### src/rtl/spi_sram_pkg.sv
// Shared constants and state encoding for the SPI SRAM Wishbone bridge.
package spi_sram_pkg;

   localparam logic [7:0] OP_READ  = 8'h03;
   localparam logic [7:0] OP_WRITE = 8'h02;

   localparam logic [2:0] CTI_CLASSIC           = 3'b000;
   localparam logic [2:0] CTI_INCREMENTAL_BURST = 3'b010;
   localparam logic [2:0] CTI_END_OF_BURST      = 3'b111;
   localparam logic [1:0] BTE_LINEAR_BURST      = 2'b00;

   localparam logic [1:0] CFG_NONE = 2'd3;

   typedef enum logic [2:0] {
      ST_IDLE,
      ST_CMD,
      ST_DATA,
      ST_ACK,
      ST_HOLD,
      ST_GAP
   } state_e;

   // Active-low chip-select pattern for a config value; CFG_NONE selects nothing.
   function automatic logic [2:0] cs_decode(input logic [1:0] cfg);
      logic [2:0] cs_n;
      cs_n = 3'b111;
      if (cfg != CFG_NONE) cs_n[cfg] = 1'b0;
      return cs_n;
   endfunction

endpackage

### src/rtl/spi_sram_controller_shift.sv
// Mode-0 bit shifter: two clk cycles per bit, MSB first, data_i is MSB-aligned.
module spi_shift_engine (
   input  logic        clk_i,
   input  logic        rst_ni,
   input  logic        start_i,
   input  logic [5:0]  len_i,
   input  logic [31:0] data_i,
   input  logic        miso_i,
   output logic        sck_o,
   output logic        mosi_o,
   output logic        done_o,
   output logic [7:0]  rx_next_o
);

   logic        busy_q, busy_d;
   logic        phase_q, phase_d;
   logic [4:0]  cnt_q, cnt_d;
   logic [31:0] sh_q, sh_d;
   logic [7:0]  rx_q, rx_d;

   assign rx_next_o = {rx_q[6:0], miso_i};
   assign done_o    = busy_q & phase_q & (cnt_q == 5'd0);
   assign sck_o     = busy_q & phase_q;
   assign mosi_o    = busy_q & sh_q[31];

   always_comb begin
      busy_d  = busy_q;
      phase_d = phase_q;
      cnt_d   = cnt_q;
      sh_d    = sh_q;
      rx_d    = rx_q;
      if (busy_q) begin
         if (!phase_q) begin
            phase_d = 1'b1;
         end else begin
            // miso is captured on the edge that closes the sck-high phase
            phase_d = 1'b0;
            sh_d    = {sh_q[30:0], 1'b0};
            rx_d    = rx_next_o;
            if (cnt_q == 5'd0) busy_d = 1'b0;
            else               cnt_d  = cnt_q - 5'd1;
         end
      end
      if (start_i) begin
         busy_d  = 1'b1;
         phase_d = 1'b0;
         cnt_d   = 5'(len_i - 6'd1);
         sh_d    = data_i;
      end
   end

   always_ff @(posedge clk_i) begin
      if (!rst_ni) begin
         busy_q  <= 1'b0;
         phase_q <= 1'b0;
         cnt_q   <= '0;
         sh_q    <= '0;
         rx_q    <= '0;
      end else begin
         busy_q  <= busy_d;
         phase_q <= phase_d;
         cnt_q   <= cnt_d;
         sh_q    <= sh_d;
         rx_q    <= rx_d;
      end
   end

endmodule

### src/rtl/spi_sram_controller.sv
// Wishbone B4 byte slave bridged to a 23LC1024-style SPI SRAM in sequential mode.
//  state | meaning
//  IDLE  | cs high, waiting for a request
//  CMD   | shifting opcode + 24-bit address
//  DATA  | shifting one data byte
//  ACK   | one-cycle ack/err
//  HOLD  | cs held low, waiting for the next sequential beat
//  GAP   | cs high for CS_HIGH_CYCLES before returning to IDLE
module spi_sram_controller
   import spi_sram_pkg::*;
#(
   parameter int ADDR_WIDTH     = 24,
   parameter int CS_HIGH_CYCLES = 2
) (
   input  logic                  clk_i,
   input  logic                  rst_ni,
   input  logic                  wbs_cyc_i,
   input  logic                  wbs_stb_i,
   input  logic [ADDR_WIDTH-1:0] wbs_adr_i,
   input  logic                  wbs_we_i,
   input  logic [7:0]            wbs_dat_i,
   input  logic [2:0]            wbs_cti_i,
   input  logic [1:0]            wbs_bte_i,
   output logic                  wbs_ack_o,
   output logic                  wbs_err_o,
   output logic                  wbs_rty_o,
   output logic [7:0]            wbs_dat_o,
   input  logic [1:0]            sram_config_i,
   output logic                  spi_sck_o,
   output logic                  spi_mosi_o,
   input  logic                  spi_miso_i,
   output logic [2:0]            spi_cs_n_o
);

   localparam int GW = (CS_HIGH_CYCLES > 1) ? $clog2(CS_HIGH_CYCLES) : 1;
   localparam logic [GW-1:0] GAP_LOAD = GW'(CS_HIGH_CYCLES - 1);

   state_e        state_q, state_d;
   logic          we_q, we_d;
   logic [23:0]   adr_q, adr_d;
   logic [7:0]    wdat_q, wdat_d;
   logic [2:0]    cti_q, cti_d;
   logic [1:0]    bte_q, bte_d;
   logic [1:0]    cfg_q, cfg_d;
   logic          err_q, err_d;
   logic [7:0]    rdat_q, rdat_d;
   logic [GW-1:0] gap_q, gap_d;

   logic          req;
   logic [23:0]   adr24;
   logic          eng_start, eng_done;
   logic [5:0]    eng_len;
   logic [31:0]   eng_data;
   logic [7:0]    eng_rx_next;

   assign req   = wbs_cyc_i & wbs_stb_i;
   assign adr24 = 24'(wbs_adr_i);

   always_comb begin
      state_d   = state_q;
      we_d      = we_q;
      adr_d     = adr_q;
      wdat_d    = wdat_q;
      cti_d     = cti_q;
      bte_d     = bte_q;
      cfg_d     = cfg_q;
      err_d     = err_q;
      rdat_d    = rdat_q;
      gap_d     = gap_q;
      eng_start = 1'b0;
      eng_len   = 6'd32;
      eng_data  = '0;
      unique case (state_q)
         ST_IDLE: if (req) begin
            we_d   = wbs_we_i;
            adr_d  = adr24;
            wdat_d = wbs_dat_i;
            cti_d  = wbs_cti_i;
            bte_d  = wbs_bte_i;
            cfg_d  = sram_config_i;
            if (sram_config_i == CFG_NONE) begin
               err_d   = 1'b1;
               state_d = ST_ACK;
            end else begin
               err_d     = 1'b0;
               eng_start = 1'b1;
               eng_data  = {wbs_we_i ? OP_WRITE : OP_READ, adr24};
               state_d   = ST_CMD;
            end
         end
         ST_CMD: if (eng_done) begin
            eng_start = 1'b1;
            eng_len   = 6'd8;
            eng_data  = {we_q ? wdat_q : 8'h00, 24'h0};
            state_d   = ST_DATA;
         end
         ST_DATA: if (eng_done) begin
            if (!we_q) rdat_d = eng_rx_next;
            state_d = ST_ACK;
         end
         ST_ACK: begin
            if (!err_q && cti_q == CTI_INCREMENTAL_BURST && bte_q == BTE_LINEAR_BURST) begin
               state_d = ST_HOLD;
            end else begin
               gap_d   = GAP_LOAD;
               state_d = ST_GAP;
            end
         end
         ST_HOLD: begin
            if (req && wbs_we_i == we_q && adr24 == adr_q + 24'd1) begin
               adr_d     = adr24;
               wdat_d    = wbs_dat_i;
               cti_d     = wbs_cti_i;
               bte_d     = wbs_bte_i;
               eng_start = 1'b1;
               eng_len   = 6'd8;
               eng_data  = {wbs_we_i ? wbs_dat_i : 8'h00, 24'h0};
               state_d   = ST_DATA;
            end else if (req || !wbs_cyc_i) begin
               // the request that broke the burst is picked up again from IDLE
               gap_d   = GAP_LOAD;
               state_d = ST_GAP;
            end
         end
         ST_GAP: begin
            if (gap_q == '0) state_d = ST_IDLE;
            else             gap_d   = gap_q - 1'b1;
         end
         default: state_d = ST_IDLE;
      endcase
   end

   always_ff @(posedge clk_i) begin
      if (!rst_ni) begin
         state_q <= ST_IDLE;
         we_q    <= 1'b0;
         adr_q   <= '0;
         wdat_q  <= '0;
         cti_q   <= '0;
         bte_q   <= '0;
         cfg_q   <= CFG_NONE;
         err_q   <= 1'b0;
         rdat_q  <= '0;
         gap_q   <= '0;
      end else begin
         state_q <= state_d;
         we_q    <= we_d;
         adr_q   <= adr_d;
         wdat_q  <= wdat_d;
         cti_q   <= cti_d;
         bte_q   <= bte_d;
         cfg_q   <= cfg_d;
         err_q   <= err_d;
         rdat_q  <= rdat_d;
         gap_q   <= gap_d;
      end
   end

   spi_shift_engine u_shift (
      .clk_i     (clk_i),
      .rst_ni    (rst_ni),
      .start_i   (eng_start),
      .len_i     (eng_len),
      .data_i    (eng_data),
      .miso_i    (spi_miso_i),
      .sck_o     (spi_sck_o),
      .mosi_o    (spi_mosi_o),
      .done_o    (eng_done),
      .rx_next_o (eng_rx_next)
   );

   assign wbs_ack_o  = (state_q == ST_ACK) & ~err_q;
   assign wbs_err_o  = (state_q == ST_ACK) & err_q;
   assign wbs_rty_o  = 1'b0;
   assign wbs_dat_o  = rdat_q;
   assign spi_cs_n_o = (state_q inside {ST_CMD, ST_DATA, ST_ACK, ST_HOLD}) ? cs_decode(cfg_q) : 3'b111;

endmodule

### config.mk
export PLATFORM = sky130hd
export DESIGN_NAME = spi_sram_controller
export DESIGN_NICKNAME = d
export VERILOG_FILES = /design/src/rtl/spi_sram_pkg.sv /design/src/rtl/spi_sram_controller_shift.sv /design/src/rtl/spi_sram_controller.sv
export SDC_FILE = /design/constraint.sdc
export NUM_CORES = 1
export LEC_CHECK = 0
export ABC_AREA = 1
export BUFFER_PORTS_ARGS = -buffer_cell sky130_fd_sc_hd__buf_2
export CORE_MARGIN = 5
export CORE_UTILIZATION = 63
export DETAILED_ROUTE_END_ITERATION = 10
export PLACE_DENSITY = 0.82
export REMOVE_ABC_BUFFERS = 1
export SLEW_MARGIN = 20
export SYNTH_ARGS = -nofsm -noshare
export SYNTH_HDL_FRONTEND = slang
export SYNTH_SLANG_ARGS = --single-unit
### constraint.sdc
create_clock -name clk_i -period 7.6 [get_ports clk_i]
set_clock_uncertainty 0.15 [all_clocks]
set_input_delay 2.28 -clock clk_i [delete_from_list [all_inputs] [get_ports clk_i]]
set_output_delay 2.28 -clock clk_i [all_outputs]
set_load 0.005 [all_outputs]
Word level (Yosys, flattened, before mapping)
Index checks and enable logic that the tools add are counted.
{"block": "op_classes", "eq_ne": 20, "magnitude_cmp": 2, "shift": 0, "bitwise_logic": 10, "div_mod_pow": 0, "add_sub_neg": 4, "n_mux": 59, "mul": 0, "n_reduce_logical": 25}
{"op": "32-bit 2-to-1 mux", "n": 5}
{"op": "32-bit one-hot mux with 3 select lines", "n": 1}
{"op": "26-bit 2-to-1 mux", "n": 2}
{"op": "24-bit 2-to-1 mux", "n": 2}
{"op": "24-bit one-hot mux with 2 select lines", "n": 1}
{"op": "8-bit 2-to-1 mux", "n": 4}
{"op": "3-bit 2-to-1 mux", "n": 10}
{"op": "24-bit by 1-bit adder with 24-bit output, second input constant", "n": 1}
{"op": "24-bit == test", "n": 1}
{"op": "5-bit 2-to-1 mux", "n": 4}
{"op": "2-bit != test, second input constant", "n": 10}
{"op": "3-bit one-hot mux with 6 select lines", "n": 1}
{"op": "1-bit 2-to-1 mux", "n": 17}
{"op": "8-bit one-hot mux with 2 select lines", "n": 1}
{"op": "5-bit one-hot mux with 2 select lines", "n": 1}
{"op": "5-bit by 1-bit subtractor with 5-bit output, second input constant", "n": 2}
{"op": "3-bit by 2-bit == test with 1-bit output, second input constant", "n": 3}
{"op": "3-bit AND reduction", "n": 3}
{"op": "4-bit 2-to-1 mux", "n": 2}
{"op": "1-bit AND", "n": 6}
{"op": "3-bit == test, second input constant", "n": 2}
{"op": "2-bit 2-to-1 mux", "n": 3}
{"op": "1-bit one-hot mux with 3 select lines", "n": 2}
{"op": "3-bit one-hot mux with 2 select lines", "n": 1}
{"op": "other kinds (24)", "n": 35}
{"block": "word_totals", "ram_bits": 0, "n_memories": 0, "latch_bits": 0, "register_bits": 99, "out_inout_bits": 16, "mem_bits_ro": 0}

Depth between registers and ports, before layout
{"block": "depth", "word_depth": 7, "mapped_depth": 24, "depth_no_buf": 22}

Modules after synthesis
From an unflattened synthesis, not the netlist that was laid out.
{"block": "unflattened", "cells_unflattened": 857, "hier_area_um2": 5559.1}
{"module": "spi_sram_controller", "cells_each": 563, "area_per_inst_um2": 3415.8, "instances": 1}
{"module": "spi_shift_engine", "cells_each": 294, "area_per_inst_um2": 2143.3, "instances": 1}

Worst setup path before layout
Ideal clock, no wire load.
{"block": "synth_path", "path_kind": "input to register", "from": "input wbs_adr_i[12]", "to": "register u_shift.cnt_q[4]", "slack_ns": 3.243, "cell_stages": 19, "n_path_buf": 2, "t_arrival_ns": 4.094, "setup_ns": 0.113, "path_cell_list": "inv_1 -> or2_2 -> nand2_1 -> nand2_1 -> nand2_1 -> nand2_1 -> nor2_1 -> nand2_1 -> nor2_2 -> nand3_4 -> nand3_4 -> inv_2 -> buf_6 -> buf_6 -> nand2_1 -> ha_1 -> nand4_1 -> nor2_1 -> nor2_1"}
{"block": "synth_between", "elab_chain_cells": 6}
{"element": "start: declaration", "line": "spi_sram_controller.sv:19", "rtl": "input logic [ADDR_WIDTH-1:0] wbs_adr_i,"}
{"element": "24-bit == test *", "line": "spi_sram_controller.sv:110", "rtl": "if (req && wbs_we_i == we_q && adr24 == adr_q + 24'd1) begin"}
{"element": "1-bit logical AND *", "line": "spi_sram_controller.sv:110"}
{"element": "4-bit 2-to-1 mux or 1-bit 2-to-1 mux (tied branches)", "line": "spi_sram_controller.sv:110"}
{"element": "5-bit one-hot mux with 2 select lines or 1-bit one-hot mux with 3 select lines (tied branches)", "line": "spi_sram_controller.sv:73", "rtl": "unique case (state_q)"}
{"element": "5-bit by 1-bit subtractor with 5-bit output, or another cell as far along", "line": "spi_sram_controller_shift.sv:47", "rtl": "cnt_d = 5'(len_i - 6'd1);"}
{"element": "5-bit 2-to-1 mux or 3-bit AND reduction (tied branches)"}
{"element": "end signal: assignment", "line": "spi_sram_controller_shift.sv:62", "rtl": "cnt_q <= cnt_d;"}
{"element": "end: declaration", "line": "spi_sram_controller_shift.sv:17", "rtl": "logic [4:0] cnt_q, cnt_d;"}
Every way passes the cells marked *; elsewhere a longest branch is shown, timed or not.
A chain may end at the register's enable or synchronous reset.

Worst setup path after layout
{"block": "layout_path", "from": "input wbs_we_i", "to": "register bte_q[1]"}
{"block": "layout_between", "elab_chain_cells": 5}
{"element": "start: declaration", "line": "spi_sram_controller.sv:20", "rtl": "input logic wbs_we_i,"}
{"element": "1-bit == test", "line": "spi_sram_controller.sv:110"}
{"element": "1-bit logical AND (2 in a row)", "line": "spi_sram_controller.sv:110"}
{"element": "2-bit != test (no line)"}
{"element": "3-bit AND reduction (no line)"}
{"element": "end signal: assignment", "line": "spi_sram_controller.sv:151", "rtl": "bte_q <= bte_d;"}
{"element": "end: declaration", "line": "spi_sram_controller.sv:43", "rtl": "logic [1:0] bte_q, bte_d;"}
No other way between the ends.

==> reports/metrics.yaml <==
status: "complete, no violations"
n_antenna_cell: 0
grt.overflow.total: 0
ys_ff_latch: 99
clk_latency_ns: 0.38
p_clk_frac: 0.243
final_layout_size_suffix_gt1_frac: 0.130
hold_path_class: "flop to flop"
area_growth_pct: 9.30
gp_congestion: 0.906
dp_hpwl_um: 9030
track_usage: 0.265
placed_area_um2: 5550
drv_cap: 0
htreeDepth: 3
crit_arrival_ns: 5.17
cts.sinks: 99
total_power_w: 0.00151
drt_iter0_drc: 306
grt_pass1_vias: 5056
grt_max_degree: 54
synthFlopType: "dfxtp_1"
layout_common_cells: "nand2_1, nor2_1, dfxtp_1, o21ai_0, inv_1"
tns_ns: 0
cts_root_buffer: "clkbuf_8"
synth-edff-count: 0
setup_ws_ns: 2.56
crit_path_start_kind: "primary input"
slew_violations: 0
combPwrFrac: 0.289
wl_per_cell_um: 13.7
period_share: 0.663
cts-hold-fix-buffers: 0
cp.required_ns: 7.73
syn_inst: 805
fin_cells: 953
final_area_um2: 5760
dr.pass1.iters: 7
hold_violations: 0
post_cts.repair.setup_buffers: 0
placementRows: 33
fmax_mhz: 198
final_common_cell: "nand2_1"
io_pins: 61
yosysWarningCount: 0
worstSetupPathType: "primary input to flop"
clk_pin_slew_ns: 0.10
vias: 5305
core_area_um2: 8180
antenna_left: 0
die_area_um2: 10300
grt_pass1_wl_um: 22400
slew_headroom: 0.349
period_needed_ns: 5.04
vdd_drop_max_v: 0.000161
syn-cell-area_um2: 5270
p_seq_frac: 0.469
ys_types: 39
cellLeakagePower_nw: 2.63
swShare: 0.379
cts_tree: "built"
p_int_w: 0.000940
path_max_fanout: 45
port_buffers: 59
setup_viol: 0
vias_per_cell: 5.57
cts_max_path_buffers: 2
drc: 0
seq_area_frac_synth: 0.376
dp_cells: 937
routed_wl_um: 13100
cts_buffers: 9
nets: 890
hold_depth: 2
die_h_um: 101
avgSynthCellArea_um2: 6.55
rsz0062_at_grt: "no"
place_ws_ns: 2.18
tightest_slew_ns: 0.975
die_x_um: 101
power.switching_w: 0.000574
power_density_nw_per_um2: 263
cp-end-kind: "flop"
post_cts_resized: 0
start_util: 0.645
async_reset_ff_frac: 0
grt_antenna_before_repair: 0
r2r_cells: 16
==> cell families after synthesis <==
group | count (synthesis) | synth area share
flip-flops | 99 | 0.376
buffers and inverters | 117 | 0.0916
AND/OR/NAND/NOR | 386 | 0.315
adder cells (fa/ha/maj) | 2 | 0.00475
AO/OA/AOI/OAI | 182 | 0.182
other | 1 | 0.000711
XOR/XNOR | 18 | 0.0299
==> critical path, cell delays in order <==
cell,delay (ns)
buf_2,0.22
inv_1,0.07
nand2_1,0.06
nand3_1,0.07
nor2_1,0.11
nand2_1,0.06
nor2_1,0.08
nand2_1,0.08
nor2_1,0.09
nand2_1,0.06
nor2_2,0.14
nand3_4,0.22
nand2_2,0.63
inv_1,0.65
nor2_1,0.27
nor2_1,0.08
==> synthesized netlist by cell type, types with 6 or more instances <==
cell type	n	share of area
nand2_1	188	0.13
nor2_1	115	0.082
dfxtp_1	99	0.38
o21ai_0	89	0.084
inv_1	75	0.053
a21oi_1	52	0.049
nand3_1	43	0.041
clkbuf_1	22	0.016
o21ai_1	22	0.021
nor3_1	9	0.0085
xnor2_1	9	0.015
xor2_1	9	0.015
o211ai_1	8	0.011
inv_2	7	0.0050
nor2_4	6	0.013
==> power groups by stage <==
stage / registers, W / logic [W] / clock network (W)
6_report: 0.000709 / 0.000437 / 0.000367
2_1_floorplan: 0.000697 / 0.000320 / 0
3_5_place_dp: 0.000716 / 0.000429 / 0
3_3_place_gp: 0.000713 / 0.000410 / 0
4_1_cts: 0.000706 / 0.000432 / 0.000376
5_1_grt: 0.000723 / 0.000503 / 0.000392
==> per-layer routing <==
layer | track usage | vias to the layer above | part of all wire | routed length (um)
met3 | 0.0489 | 19 | 0.067 | 870
met1 | 0.342 | 2431 | 0.45 | 5900
met5 | 0 | - | 0 | 0
met2 | 0.441 | 188 | 0.47 | 6110
met4 | 0.102 | 0 | 0.015 | 194
li1 | - | 2667 | - | -
==> registers in the layout, indices dropped and copies added (netlist names) <==
name,count
cti_q,3
bte_q,2
wdat_q,8
u_shift.cnt_q,5
gap_q,1
err_q,1
u_shift.rx_q,7
u_shift.phase_q,1
we_q,1
cfg_q,2
u_shift.sh_q,32
wbs_dat_o,8
adr_q,24
state_q,3
u_shift.busy_q,1
==> path summary, 6_finish.rpt <==
| check | start | slack [ns] | endpoint |
|---|---|---|---|
| setup reg to reg | adr_q[0]$_SDFFE_PN0P_ | 3.71 | bte_q[1]$_SDFFE_PN0P_ |
| hold / removal | u_shift.sh_q[30]$_SDFFE_PN0P_ | 0.31 | u_shift.sh_q[30]$_SDFFE_PN0P_ |
| setup / recovery | wbs_we_i | 2.56 | bte_q[1]$_SDFFE_PN0P_ |
| hold reg to reg | u_shift.sh_q[30]$_SDFFE_PN0P_ | 0.31 | u_shift.sh_q[30]$_SDFFE_PN0P_ |
==> per-stage QoR <==
| step | utilization | hold WS, ns |
|---|---|---|
| after floorplan | - | 0.276 |
| after global placement | 0.678 | 0.289 |
| after detailed placement | 0.678 | 0.291 |
| after CTS | 0.705 | 0.311 |
| after global routing | 0.705 | 0.339 |
| final | 0.705 | 0.310 |
==> final cells by class <==
type,instances,area (um2)
Multi-Input combinational cell,589,2810
Fill cell,701,2410
Sequential cell,99,1980
Timing Repair Buffer,62,318
Inverter,82,308
Tap cell,105,131
Clock buffer,9,124
Clock inverter,7,92.6
Note: power is estimated with default switching activity, not from simulation.
